<file path="src/rtl/psw_programmer.sv">
// -----------------------------------------------------------------------------
// psw_programmer
//
// Enrollment FSM that writes a new 4-digit password for the password checker.
// The user asserts start_prog, strobes in four digits on the switches, then
// strobes the same four digits again to confirm. On a match the new digits are
// committed to psw_d1..psw_d4, which feed the checker's password inputs.
//
// Handshake: a digit is offered by placing it on input_psw and raising enable.
// It is taken exactly once, on the first clock where enable is high after
// having been low (strobe = enable & ~enable_q). There is no back-pressure.
// Strobes are ignored in IDLE and CHECK.
//
// Ports:
//   clk          divided system clock
//   rst          synchronous, active-high reset
//   start_prog   level; begins or restarts enrollment (wins over a strobe)
//   enable       digit strobe, rising-edge detected
//   input_psw    digit value from the switches
//   psw_d1..4    committed password digits
//   psw_status   00 idle, 01 last enrollment OK, 10 last enrollment error,
//                11 busy
//   digit_cnt    digits accepted in the current phase, 0..4
//   state_dbg    current FSM state (IDLE=0, ENTER=1, CONFIRM=2, CHECK=3)
//
// Optional feature (macro PSW_PROG_TIMEOUT_EN):
//   An idle counter aborts an enrollment that sees no strobe for TIMEOUT
//   cycles while in ENTER or CONFIRM. Without the macro no counter exists and
//   enrollment waits indefinitely.
// -----------------------------------------------------------------------------
module psw_programmer #(
  parameter logic [3:0] PW_D1     = 4'd7,
  parameter logic [3:0] PW_D2     = 4'd1,
  parameter logic [3:0] PW_D3     = 4'd1,
  parameter logic [3:0] PW_D4     = 4'd7,
  parameter logic [3:0] MAX_DIGIT = 4'd9,
  parameter int         TIMEOUT   = 1023
) (
  input  logic       clk,
  input  logic       rst,
  input  logic       start_prog,
  input  logic       enable,
  input  logic [3:0] input_psw,
  output logic [3:0] psw_d1,
  output logic [3:0] psw_d2,
  output logic [3:0] psw_d3,
  output logic [3:0] psw_d4,
  output logic [1:0] psw_status,
  output logic [2:0] digit_cnt,
  output logic [1:0] state_dbg
);

  typedef enum logic [1:0] {
    IDLE    = 2'd0,
    ENTER   = 2'd1,
    CONFIRM = 2'd2,
    CHECK   = 2'd3
  } state_t;

  localparam logic [1:0] ST_IDLE = 2'b00;
  localparam logic [1:0] ST_OK   = 2'b01;
  localparam logic [1:0] ST_ERR  = 2'b10;
  localparam logic [1:0] ST_BUSY = 2'b11;

  state_t     state_q, state_d;
  logic [2:0] cnt_q, cnt_d;
  logic [1:0] status_q, status_d;
  logic [3:0] d1_q, d2_q, d3_q, d4_q;
  logic [3:0] d1_d, d2_d, d3_d, d4_d;
  logic [3:0] temp_q [4];
  logic [3:0] temp_d [4];
  logic       mism_q, mism_d;
  logic       enable_q;

  logic       strobe;
  logic       digit_bad;
  logic [1:0] idx;
  logic       timeout_hit;

  assign strobe    = enable & ~enable_q;
  assign digit_bad = (input_psw > MAX_DIGIT);
  assign idx       = cnt_q[1:0];

`ifdef PSW_PROG_TIMEOUT_EN
  localparam int IW = $clog2(TIMEOUT + 1);
  logic [IW-1:0] idle_q, idle_d;

  // Counts cycles without a strobe while an enrollment is in progress.
  // Outside ENTER/CONFIRM it sits at zero, so entry to ENTER starts from 0.
  always_comb begin
    idle_d = '0;
    if (state_q == ENTER || state_q == CONFIRM) begin
      if (start_prog || strobe) idle_d = '0;
      else                      idle_d = idle_q + 1'b1;
    end
  end

  // Checked ahead of the strobe, so a strobe on the limit cycle still aborts.
  assign timeout_hit = (idle_q == IW'(TIMEOUT));

  always_ff @(posedge clk) begin
    if (rst) idle_q <= '0;
    else     idle_q <= idle_d;
  end
`else
  assign timeout_hit = 1'b0;
`endif

  always_comb begin
    state_d  = state_q;
    cnt_d    = cnt_q;
    status_d = status_q;
    mism_d   = mism_q;
    d1_d     = d1_q;
    d2_d     = d2_q;
    d3_d     = d3_q;
    d4_d     = d4_q;
    temp_d   = temp_q;

    case (state_q)
      IDLE: begin
        if (start_prog) begin
          state_d  = ENTER;
          cnt_d    = 3'd0;
          status_d = ST_BUSY;
          mism_d   = 1'b0;
        end
      end

      ENTER, CONFIRM: begin
        if (start_prog) begin
          // Restart; any same-cycle strobe is discarded.
          state_d  = ENTER;
          cnt_d    = 3'd0;
          status_d = ST_BUSY;
          mism_d   = 1'b0;
        end else if (timeout_hit || (strobe && digit_bad)) begin
          state_d  = IDLE;
          cnt_d    = 3'd0;
          status_d = ST_ERR;
        end else if (strobe) begin
          if (state_q == ENTER) begin
            temp_d[idx] = input_psw;
            if (cnt_q == 3'd3) begin
              state_d = CONFIRM;
              cnt_d   = 3'd0;
            end else begin
              cnt_d = cnt_q + 3'd1;
            end
          end else begin
            mism_d = mism_q | (input_psw != temp_q[idx]);
            cnt_d  = cnt_q + 3'd1;
            if (cnt_q == 3'd3) state_d = CHECK;
          end
        end
      end

      CHECK: begin
        if (start_prog) begin
          state_d  = ENTER;
          cnt_d    = 3'd0;
          status_d = ST_BUSY;
          mism_d   = 1'b0;
        end else begin
          state_d = IDLE;
          cnt_d   = 3'd0;
          if (mism_q) begin
            status_d = ST_ERR;
          end else begin
            status_d = ST_OK;
            d1_d     = temp_q[0];
            d2_d     = temp_q[1];
            d3_d     = temp_q[2];
            d4_d     = temp_q[3];
          end
        end
      end

      default: begin
        state_d = IDLE;
        cnt_d   = 3'd0;
      end
    endcase
  end

  always_ff @(posedge clk) begin
    if (rst) begin
      state_q  <= IDLE;
      cnt_q    <= 3'd0;
      status_q <= ST_IDLE;
      mism_q   <= 1'b0;
      d1_q     <= PW_D1;
      d2_q     <= PW_D2;
      d3_q     <= PW_D3;
      d4_q     <= PW_D4;
      for (int i = 0; i < 4; i++) temp_q[i] <= 4'd0;
      // Held at 1 so an enable kept high through reset is not a strobe.
      enable_q <= 1'b1;
    end else begin
      state_q  <= state_d;
      cnt_q    <= cnt_d;
      status_q <= status_d;
      mism_q   <= mism_d;
      d1_q     <= d1_d;
      d2_q     <= d2_d;
      d3_q     <= d3_d;
      d4_q     <= d4_d;
      for (int i = 0; i < 4; i++) temp_q[i] <= temp_d[i];
      enable_q <= enable;
    end
  end

  assign psw_d1     = d1_q;
  assign psw_d2     = d2_q;
  assign psw_d3     = d3_q;
  assign psw_d4     = d4_q;
  assign psw_status = status_q;
  assign digit_cnt  = cnt_q;
  assign state_dbg  = state_q;

endmodule
</file>
<file path="config.mk">
export PLATFORM = sky130hd
export DESIGN_NAME = psw_programmer
export DESIGN_NICKNAME = d
export VERILOG_FILES = /design/src/rtl/psw_programmer.sv
export SDC_FILE = /design/constraint.sdc
export NUM_CORES = 1
export LEC_CHECK = 0
export BUFFER_PORTS_ARGS = -buffer_cell sky130_fd_sc_hd__buf_2
export CAP_MARGIN = 5
export CORE_ASPECT_RATIO = 2
export CORE_UTILIZATION = 45
export CTS_BUF_LIST = sky130_fd_sc_hd__clkbuf_4 sky130_fd_sc_hd__clkbuf_8
export CTS_CLUSTER_DIAMETER = 100
export DETAILED_ROUTE_END_ITERATION = 8
export PLACE_DENSITY_LB_ADDON = 0.2
export RECOVER_POWER = 25
export SETUP_SLACK_MARGIN = 0.02
export SYNTH_ARGS = -nofsm -noshare
export SYNTH_HDL_FRONTEND = slang
export SYNTH_SLANG_ARGS = --single-unit
export TNS_END_PERCENT = 30
</file>
<file path="constraint.sdc">
create_clock -name clk -period 3.5 [get_ports clk]
set_clock_uncertainty 0.05 [all_clocks]
set_input_delay 0.35 -clock clk [delete_from_list [all_inputs] [get_ports clk]]
set_output_delay 0.35 -clock clk [all_outputs]
set_load 0.02 [all_outputs]
</file>
Word-level counts from Yosys, hierarchy flattened

Cells that the tools add are included.

Register bits after elaboration: 41
Input bits: 8
Output and inout port bits: 23
Word-level logic and storage cells: 82

Equal/unequal tests: 13
Magnitude comparators: 3
Bitwise gates (word level): 7
Reductions and logical operators: 11
Mux-type cells: 34
Add/subtract/negate cells: 1

Operator list:

| operator                                                                     | number |
|---|---|
| 2-bit two-way mux                                                            | 12 |
| 3-bit two-way mux                                                            | 6 |
| 16-bit bitwise mux                                                           | 1 |
| 4-bit two-way mux                                                            | 3 |
| 3-bit != test, second input constant                                         | 4 |
| 2-bit one-hot mux with 3 select lines                                        | 2 |
| 3-bit one-hot mux with 3 select lines                                        | 1 |
| 4-bit binary-select mux with 2-bit select                                    | 1 |
| 4-bit demux with 2-bit select                                                | 1 |
| 4-bit != test, second input constant                                         | 2 |
| 1-bit two-way mux                                                            | 6 |
| 3-bit AND reduction                                                          | 2 |
| 5-bit AND reduction                                                          | 1 |
| 2-bit == test, second input constant                                         | 2 |
| 4-bit greater-than comparator, second input constant                         | 1 |
| 4-bit != test                                                                | 1 |
| 1-bit inverter                                                               | 4 |
| 2-bit AND reduction                                                          | 2 |
| 4-bit AND reduction                                                          | 1 |
| 2-bit OR reduction                                                           | 2 |
| 3-bit by 1-bit adder with 3-bit output, second input constant                | 1 |
| 3-bit by 2-bit == test with 1-bit output, second input constant              | 1 |
| 3-bit >= comparator, second input constant                                   | 1 |
| 3-bit by 1-bit less-than comparator with 1-bit output, second input constant | 1 |
| other kinds (9)                                                              | 10 |

Depth between registers and ports, before layout

Gate-level depths: netlist of run 1.

Depth after elaboration: 11
Depth in mapped cells: 7
Mapped depth without buffers: 6

Worst setup path before layout of run 1

OpenSTA, ideal clock, no wires.

Path type: register to register
From: register state_q[0] (netlist: state_dbg[0])
To: register state_q[1] (netlist: state_dbg[1])
Clock period less this slack: 1.843 ns
Path buffers: 1
Arrival: 1.708 ns
Slack: 1.657 ns
Library setup time: 0.086 ns
Cell stages (with the launch flop): 7
Required time: 3.364 ns
Path through: dfxtp_1 > inv_1 > ha_1 > buf_2 > a21oi_1 > o21ai_0 > a211oi_1

Cells in the longest elaborated chain, start to end: 6
Elaborated cells between the ends (all ways): 14
Classes of those cells: 6 x eq/ne; 5 x mux; 3 x reduce/logical

Ends and longest elaborated chain:

| item                                     | RTL line | source |
|---|---|---|
| from (decl)                              | 65       | `state_t state_q, state_d;` |
| from (signal assigned)                   | 200      | `state_q <= state_d;` |
| 2-bit by 1-bit == test with 1-bit output | 120, 142 |  |
| 2-bit two-way mux                        | 142      | `if (state_q == ENTER) begin` |
| 2-bit two-way mux                        | 141      | `end else if (strobe) begin` |
| 2-bit two-way mux                        | 137      | `end else if (timeout_hit \|\| (strobe && digit_bad)) begin` |
| 2-bit two-way mux                        | 131      | `if (start_prog) begin` |
| 2-bit one-hot mux with 3 select lines    | 120      | `case (state_q)` |

Parallel ways exist; a longest one is shown, timed or not. The select of a mux whose other input is x is not followed.
A chain may end at the register's enable or synchronous reset.

==> summary.md, run 1 <==
| Metric | Value |
|---|---|
| Slew Viols, Final | 0 |
| CP max FO | 33 |
| Final setup fails | 0 |
| Fillers | 419 |
| Design Area, Final | 2210 um^2 |
| Chip width | 48.9 um |
| Mapped Cells | 214 |
| Final WS setup | 1310 ps |
| Total grt overflow | 0 |
| Startpoint Class | primary input |
| R2R Setup Slk | 1510 ps |
| Site row count | 33 |
| CP required | 3570 ps |
| Die area | 4680 um^2 |
| Drt first-iter violations | 36 |
| Final hold vios | 0 |
| Synth area leaders | dfxtp_1 42%, mux2i_1 8.6%, nand2_1 6.8%, ha_1 5.1%, nor2_1 4.2% |
| Share of cells above drive strength 1 | 0.129 |
| Placer Congestion | 0.794 |
| Flops & latches, synth | 41 |
| F_max | 457 MHz |
| Most common cell after layout, fill and taps aside | dfxtp_1 |
| Via density | 5.54 |
| Setup TNS | 0 ps |
| Final Power | 890 uW |
| Root Driver | clkbuf_8 |
| Most frequent cells in the layout | 41 x dfxtp_1, 36 x nand2_1, 22 x nor2_1 |
| Dpl ws | 1550 ps |
| Total core area | 4170 um^2 |
| Proportion of synthesized chip area in sequential cells | 0.415 |
| Hold bufs inserted after CTS | 0 |
| Buffers added on ports | 30 |
| CTS resizes | 0 |
| Minimum clock period after layout | 2190 ps |
| Post-DRT Antenna Nets | 0 |
| RSZ-0062 raised after global routing | no |
| Postcts setup bufs | 0 |
| Clock slew at reported path FFs | 70 ps |
| Post-DP Area | 2150 um^2 |
| DRC | 0 |
| CTS Sinks | 41 |
| # Max-Cap Violations | 0 |
| Number of flops mapped to enable cells by yosys | 0 |
| Pwr dens | 402 nW/um^2 |
| Die Y | 95.7 um |
| # diodes | 0 |
| Largest net degree at the start of global routing | 34 |
| Starting density of the core | 0.474 |
| HP Class | primary input to flip-flop |
| Vias in the first global route | 1541 |
| Worst VDD drop | 340 uV |
| Count of cell types in the netlist | 39 |
| Synth area leader | dfxtp_1 |
| Top_reg_cell synth | dfxtp_1 |
| Post-synthesis cell area | 1980 um^2 |
| Fin util | 0.530 |
| Cts bufs inserted | 5 |
| First-pass GRT wire length | 7.13 mm |
| Period utilization | 0.625 |
| Worst Max-Slew Pin Slew | 1460 ps |
| Outcome | finished, final reports clean |
| Type of the worst setup path | primary input to flip-flop |
| Asr flop ratio synth | 0 |
| Syn avg cell area | 9.23 um^2 |
| Synthesis-to-finish area growth | 11.9% |
| Max H-tree Level | 2 |
| Nets | 256 |
| Crit end category | flip-flop |
| Yosys top cell area share | 0.415 |
| Crit path DAT | 2260 ps |
| Final wirelength | 4.38 mm |
| Synth warn | 0 |
| Dpl hpwl | 3.20 mm |
| Via count | 1618 |
| CTS tree | done |
| Slew margin rel. | 0.0263 |
| DR WL/cell | 15.0 um |
| Total track usage | 0.202 |
| Clk_lat worst skew | 290 ps |
| Max Root-Sink Buffers | 2 |
| Leakage | 0.000998 uW |
| Antenna violations before repair | 0 |
| Synthesized net count | 230 |
| I/O pin count | 31 |
| DR pass1 iterations | 4 |
==> kinds of logic (layout without fill, tap and decap cells) <==
family / after synthesis / count (layout) / share of synthesized area
and+or+nand+nor: 83 / 83 / 0.197
DFF: 41 / 41 / 0.415
AOI/OAI and AO/OA: 36 / 36 / 0.142
muxes: 21 / 21 / 0.136
buffers and inverters: 21 / 47 / 0.0418
adders and majority gates: 8 / 8 / 0.0507
xor gates and xnor gates: 4 / 4 / 0.0177
==> sequential cells by signal, summed over array words and instances (netlist names) <==
signal / flops
temp_q: 16
psw_d2: 4
psw_d3: 4
enable_q: 1
psw_status: 2
digit_cnt: 3
mism_q: 1
psw_d4: 4
psw_d1: 4
state_dbg: 2
==> report_power, final <==
group	internal, uW	switching, uW	leakage, uW
Sequential	474	8.19	0.000332
Combinational	35.4	71.6	0.000622
Clock	146	155	0.0000447
==> worst max-delay path: stages <==
cell	delay (ps)
clkbuf_1	1030
inv_1	580
nand2_1	190
o32ai_1	90
==> layout make-up <==
cell class                 count  area (um^2)  share of cell area
tap                           52         65.1              0.0294
inverter                      10         37.5              0.0170
sequential                    41          821               0.371
multi-input combinational    152         1070               0.485
timing repair buffer          30          130              0.0589
clock buffer                   6         76.3              0.0345
clock inverter                 1         8.76             0.00396
==> per-stage QoR <==
step / hold WS, ps / cells
after detailed placement: 397 / 285
after global routing: 315 / 292
after CTS: 302 / 292
final: 306 / 292
after global placement: 390 / 285
after floorplan: 390 / 214
==> final timing paths <==
check,end,cells after the start,start
hold / removal,enable_q,2,enable
setup / recovery,digit_cnt[2],4,rst
hold reg to reg,psw_d3[1],2,psw_d3[1]
setup reg to reg,digit_cnt[2],5,state_dbg[0]
==> routing by layer <==
layer / up-vias / track usage / wire length (um)
li1: 800 / - / -
met1: 765 / 0.194 / 1670
met2: 41 / 0.400 / 2410
met3: 12 / 0.0379 / 167
met4: 0 / 0.100 / 136
met5: - / 0 / 0
==> synth_stat cells, types with 4 or more instances <==
library cell and count:
inv_1 10, a21oi_1 11, and4b_1 4, ha_1 8, dfxtp_1 41, nand2_1 36, mux2i_1 17, o2111ai_2 4
nor2_1 22, xor2_1 4, clkbuf_1 8, a211oi_1 5, nand3_1 8
Power figures use the tool's default switching activity.
==> run 2: changes to the inputs <==
- clock period: 3.5 -> 1.8 ns (I/O delays scaled with it)
==> run 2 against run 1 <==
Register-to-register slack worse by 1400 ps; non-clock buffer count up 8; flip-flop and latch count unchanged; via count up 0.99%; cell area up 4.5%; core utilization up 2.4 points; final cell count up 3.1%; worst hold slack worse by 180 ps; die area unchanged; first-iteration DRC count down 53%; critical path type is now flip-flop to flip-flop.
==> summary.md, run 2 (synthesis gave the netlist of run 1 again) <==
| Metric | Value |
|---|---|
| # diodes | 0 |
| DRC | 0 |
| Biggest register | temp_q |
| Largest net degree at the start of global routing | 33 |
| Clk_lat worst skew | 300 ps |
| Share of cells above drive strength 1 | 0.189 |
| CP required | 1920 ps |
| Design Area, Final | 2310 um^2 |
| First-pass GRT wire length | 7.51 mm |
| Synthesis-to-finish area growth | 17.0% |
| Final Power | 1810 uW |
| Crit path max-delay family | multiplexers |
| R2R cell count | 4 |
| Total grt overflow | 0 |
| I/O pin count | 31 |
| Buffers added on ports | 30 |
| Total track usage | 0.216 |
| HP Class | primary input to flip-flop |
| Leakage | 0.00106 uW |
| Critical Path Max Stage Delay | 590 ps |
| Pwr dens | 784 nW/um^2 |
| Antenna violations before repair | 0 |
| Die area | 4680 um^2 |
| Max Root-Sink Buffers | 2 |
| Total core area | 4170 um^2 |
| Startpoint Class | flip-flop |
| HP Start | enable |
| Via count | 1634 |
| Critical path, cell by cell | mux4_1 > xor2_1 > nor4_2 > o32ai_1 |
| RSZ-0062 raised after global routing | yes |
| FF-to-FF Start | digit_cnt[0] |
| Max FFs per register | 16 |
| Final wirelength | 4.43 mm |
| Final setup fails | 0 |
| Drt first-iter violations | 17 |
| Hold bufs inserted after CTS | 0 |
| Max H-tree Level | 2 |
| Worst VDD drop | 616 uV |
| DR pass1 iterations | 4 |
| Site row count | 33 |
| Slowest CP cell | mux4_1 |
| Hold depth | 2 |
| WP buf/inv | 0 |
| DR WL/cell | 14.7 um |
| Die Y | 95.7 um |
| Outcome | finished, final reports clean |
| Crit path launch | digit_cnt[0] |
| CP max FO | 7 |
| Period utilization | 0.944 |
| Crit end category | flip-flop |
| Clock slew at reported path FFs | 90 ps |
| Most common cell after layout, fill and taps aside | dfxtp_1 |
| Slew margin rel. | 0.707 |
| Placer Congestion | 0.844 |
| Via density | 5.43 |
| CTS tree | done |
| Worst R2R End | mism_q |
| Hold EP | enable_q |
| R2R Setup Slk | 100 ps |
| Nets | 264 |
| Slew Viols, Final | 0 |
| Minimum clock period after layout | 1700 ps |
| Starting density of the core | 0.474 |
| Vias in the first global route | 1585 |
| Type of the worst setup path | flip-flop to flip-flop |
| Most frequent cells in the layout | 40 x dfxtp_1, 36 x nand2_1, 22 x nor2_1 |
| Dpl hpwl | 3.33 mm |
| # Max-Cap Violations | 0 |
| Crit path DAT | 1820 ps |
| Root Driver | clkbuf_8 |
| CTS Sinks | 41 |
| Final hold vios | 0 |
| Chip width | 48.9 um |
| F_max | 588 MHz |
| Worst Max-Slew Pin Slew | 440 ps |
| Cts bufs inserted | 5 |
| Post-DP Area | 2210 um^2 |
| Post-DRT Antenna Nets | 0 |
-- run 2: changes by cell type in the layout (fill, tap and decap cells not counted), sizes merged --
cell / previous run / this run
buf: 14 / 24
clkbuf: 22 / 20
clkinv: 1 / 2
-- run 2: through the flow --
step	util	hold slack (ps)	setup WS (ps)	cells	setup TNS, ps
global route	0.554	134	4.26	301	0
detailed placement	0.529	396	-42.9	293	-101
finish	0.554	124	100	301	0
global placement	0.529	390	-70.4	293	-70.4
floorplan	-	237	-43.3	214	-113
CTS	0.554	103	22.6	301	0
-- run 2: layout make-up --
cell class,instances,area (um^2)
inverter,10,37.5
fill,427,1860
multi-input combinational,152,1100
clock inverter,2,13.8
sequential,41,822
tap,52,65.1
clock buffer,6,82.6
timing repair buffer,38,193
-- run 2: routing by layer --
layer / track usage / vias up / part of all wire
met2: 0.402 / 32 / 0.56
met1: 0.217 / 771 / 0.39
li1: - / 820 / -
met4: 0.135 / 0 / 0.027
met5: 0 / - / 0
met3: 0.0427 / 11 / 0.027
-- run 2: worst max path at each step --
stage                    to  slack (ps)  cells after the start
6_report             mism_q         100                      4
2_1_floorplan  state_dbg[1]         -40                      6
3_5_place_dp   digit_cnt[0]         -40                      6
4_1_cts           temp_q[2]          20                      6
5_1_grt           temp_q[5]           4                      6
3_3_place_gp   digit_cnt[0]         -70                      5
-- run 2: where the power goes --
part	internal, uW	total [uW]	switching [uW]	leakage [uW]
combinational	90.2	243	153	0.000673
sequential	921	934	13.3	0.000332
clock	311	636	325	0.0000512
-- run 2: timing repair --
action	CTS	global route
buffers inserted	0	0
gates resized for setup	3	4
endpoints found under the hold margin	0	0
endpoints found under the setup margin	6	19
pin swaps	0	1
==> run 3: changes to the inputs <==
- BUFFER_PORTS_ARGS: -buffer_cell sky130_fd_sc_hd__buf_2 -> default
- DONT_BUFFER_PORTS: default -> 1
==> run 3 against run 2 <==
The flow now finishes with violations (negative hold slack); setup slack got worse by 15 ps; routed wire length rose by 4.3%; die area is the same; sequential share of layout area increased by 0.38 points; final cell count fell by 6.3%; power shrank 2.2%; fmax is 0.85% lower; register-to-register slack is essentially flat; critical path type unchanged.
==> summary.md, run 3 (synthesis gave the netlist of run 1 again) <==
| Metric | Value |
|---|---|
| Outcome | complete, but fails checks |
| Failing checks | negative hold slack |
| HP Start | input_psw[0] |
| Minimum clock period after layout | 1710 ps |
| Final hold vios | 10 |
| # diodes | 0 |
| Root Driver | clkbuf_8 |
| Gate power share | 0.129 |
| Placer Congestion | 0.819 |
| Starting density of the core | 0.474 |
| Period utilization | 0.953 |
| Die area | 4680 um^2 |
| Flop pwr share | 0.533 |
| Pwr dens | 773 nW/um^2 |
| RSZ-0062 raised after global routing | yes |
| Slew margin rel. | 0.714 |
| Type of the worst setup path | flip-flop to flip-flop |
| Slew Viols, Final | 0 |
| Dpl hpwl | 3.30 mm |
| Register Area | 825 um^2 |
| Share of cells above drive strength 1 | 0.174 |
| Synthesis-to-finish area growth | 16.1% |
| CTS Sinks | 41 |
| Total track usage | 0.213 |
| R2R Setup Slk | 90 ps |
| CTS tree | done |
| FF-to-FF Start | state_dbg[1] |
| Drt first-iter violations | 38 |
| Crit path DAT | 1870 ps |
| Vias in the first global route | 1591 |
| Hold EP | temp_q[12] |
| Hold depth | 2 |
| P_int | 1300 uW |
| Setup TNS | 0 ps |
| Crit end category | flip-flop |
| HP Class | primary input to flip-flop |
| Worst R2R End | digit_cnt[0] |
| Max H-tree Level | 2 |
| Antenna violations before repair | 0 |
| Die Y | 95.7 um |
| Final wirelength | 4.62 mm |
| Post-DRT Antenna Nets | 0 |
| Postcts setup bufs | 0 |
| Area taken by multi-input logic gates | 1110 um^2 |
| Via density | 5.63 |
| Hold Slack | -15.2 ps |
| Max FFs per register | 16 |
| Leakage | 0.00102 uW |
| Startpoint Class | flip-flop |
| F_max | 583 MHz |
| Total core area | 4170 um^2 |
| Fin cells | 282 |
| R2R cell count | 6 |
| Buffers added on ports | 0 |
| CP required | 1960 ps |
| CP max FO | 6 |
| Max Root-Sink Buffers | 2 |
| Switch Pwr | 469 uW |
| Switch share | 0.264 |
| Worst VDD drop | 634 uV |
| DR pass1 iterations | 4 |
| Nets | 246 |
| Dpl ws | 31.9 ps |
| Via count | 1589 |
| Clock slew at reported path FFs | 80 ps |
| DR WL/cell | 16.4 um |
| Clk_lat worst skew | 290 ps |
| Final WS setup | 85.3 ps |
| Final Power | 1770 uW |
| Worst Max-Slew Pin Slew | 429 ps |
| Final setup fails | 0 |
| Chip width | 48.9 um |
| Most common cell after layout, fill and taps aside | dfxtp_1 |
| Total grt overflow | 0 |
| DRC | 0 |
| Cts bufs inserted | 5 |
| Clock power share | 0.338 |
| Largest net degree at the start of global routing | 34 |
| Fillers | 399 |
| Fin util | 0.550 |
| Placed Instances | 269 |
| I/O pin count | 31 |
| First-pass GRT wire length | 7.45 mm |
| Site row count | 33 |
| Crit path launch | state_dbg[1] |
| # Max-Cap Violations | 0 |
| Most frequent cells in the layout | 38 x dfxtp_1, 36 x nand2_1, 22 x nor2_1 |
| Biggest register | temp_q |
==> run 3: per-stage QoR <==
stage,cell area [um^2],hold slack (ps)
finish,2290,-15.2
global route,2290,-15.8
CTS,2210,-107
detailed placement,2100,208
global placement,2100,207
floorplan,1980,237
==> run 3: power by group through the flow <==
stage / Combinational (uW) / Clock [uW] / Sequential, uW
detailed placement: 187 / 0 / 966
CTS: 193 / 619 / 944
floorplan: 135 / 0 / 970
global placement: 183 / 0 / 965
global route: 252 / 650 / 949
finish: 229 / 599 / 945
==> run 3: metal layers <==
| layer | track usage | wire (um) |
|---|---|---|
| met2 | 0.404 | 2570 |
| met1 | 0.210 | 1810 |
| met3 | 0.0506 | 120 |
| met5 | 0 | 0 |
| met4 | 0.115 | 121 |
==> run 3: layout make-up <==
class,count,area share
Inverter,10,0.0164
Sequential cell,41,0.360
Clock buffer,6,0.0333
Clock inverter,1,0.00382
Tap cell,52,0.0284
Multi-Input combinational cell,152,0.482
Timing Repair Buffer,20,0.0764
==> run 3: critical path, stage by stage, from the launching register on <==
cell and delay (ps):
dfxtp_1 330, inv_1 90, ha_2 400, a21oi_2 90, buf_4 160, or3_1 310, a21oi_1 190
==> run 3: what timing repair did <==
action / CTS / global route
hold buffers: 1 / 5
pin swaps: 0 / 1
setup endpoints to repair: 4 / 22
endpoints found under the hold margin: 31 / 30
resized for setup: 1 / 9
==> run 3: worst max-delay path by stage <==
stage / slack (ps) / to / depth (start not counted)
finish: 90 / digit_cnt[0] / 6
CTS: 30 / state_dbg[0] / 5
global route: -20 / digit_cnt[0] / 6
floorplan: -40 / state_dbg[1] / 6
detailed placement: 30 / temp_q[15] / 7
global placement: 40 / temp_q[12] / 7
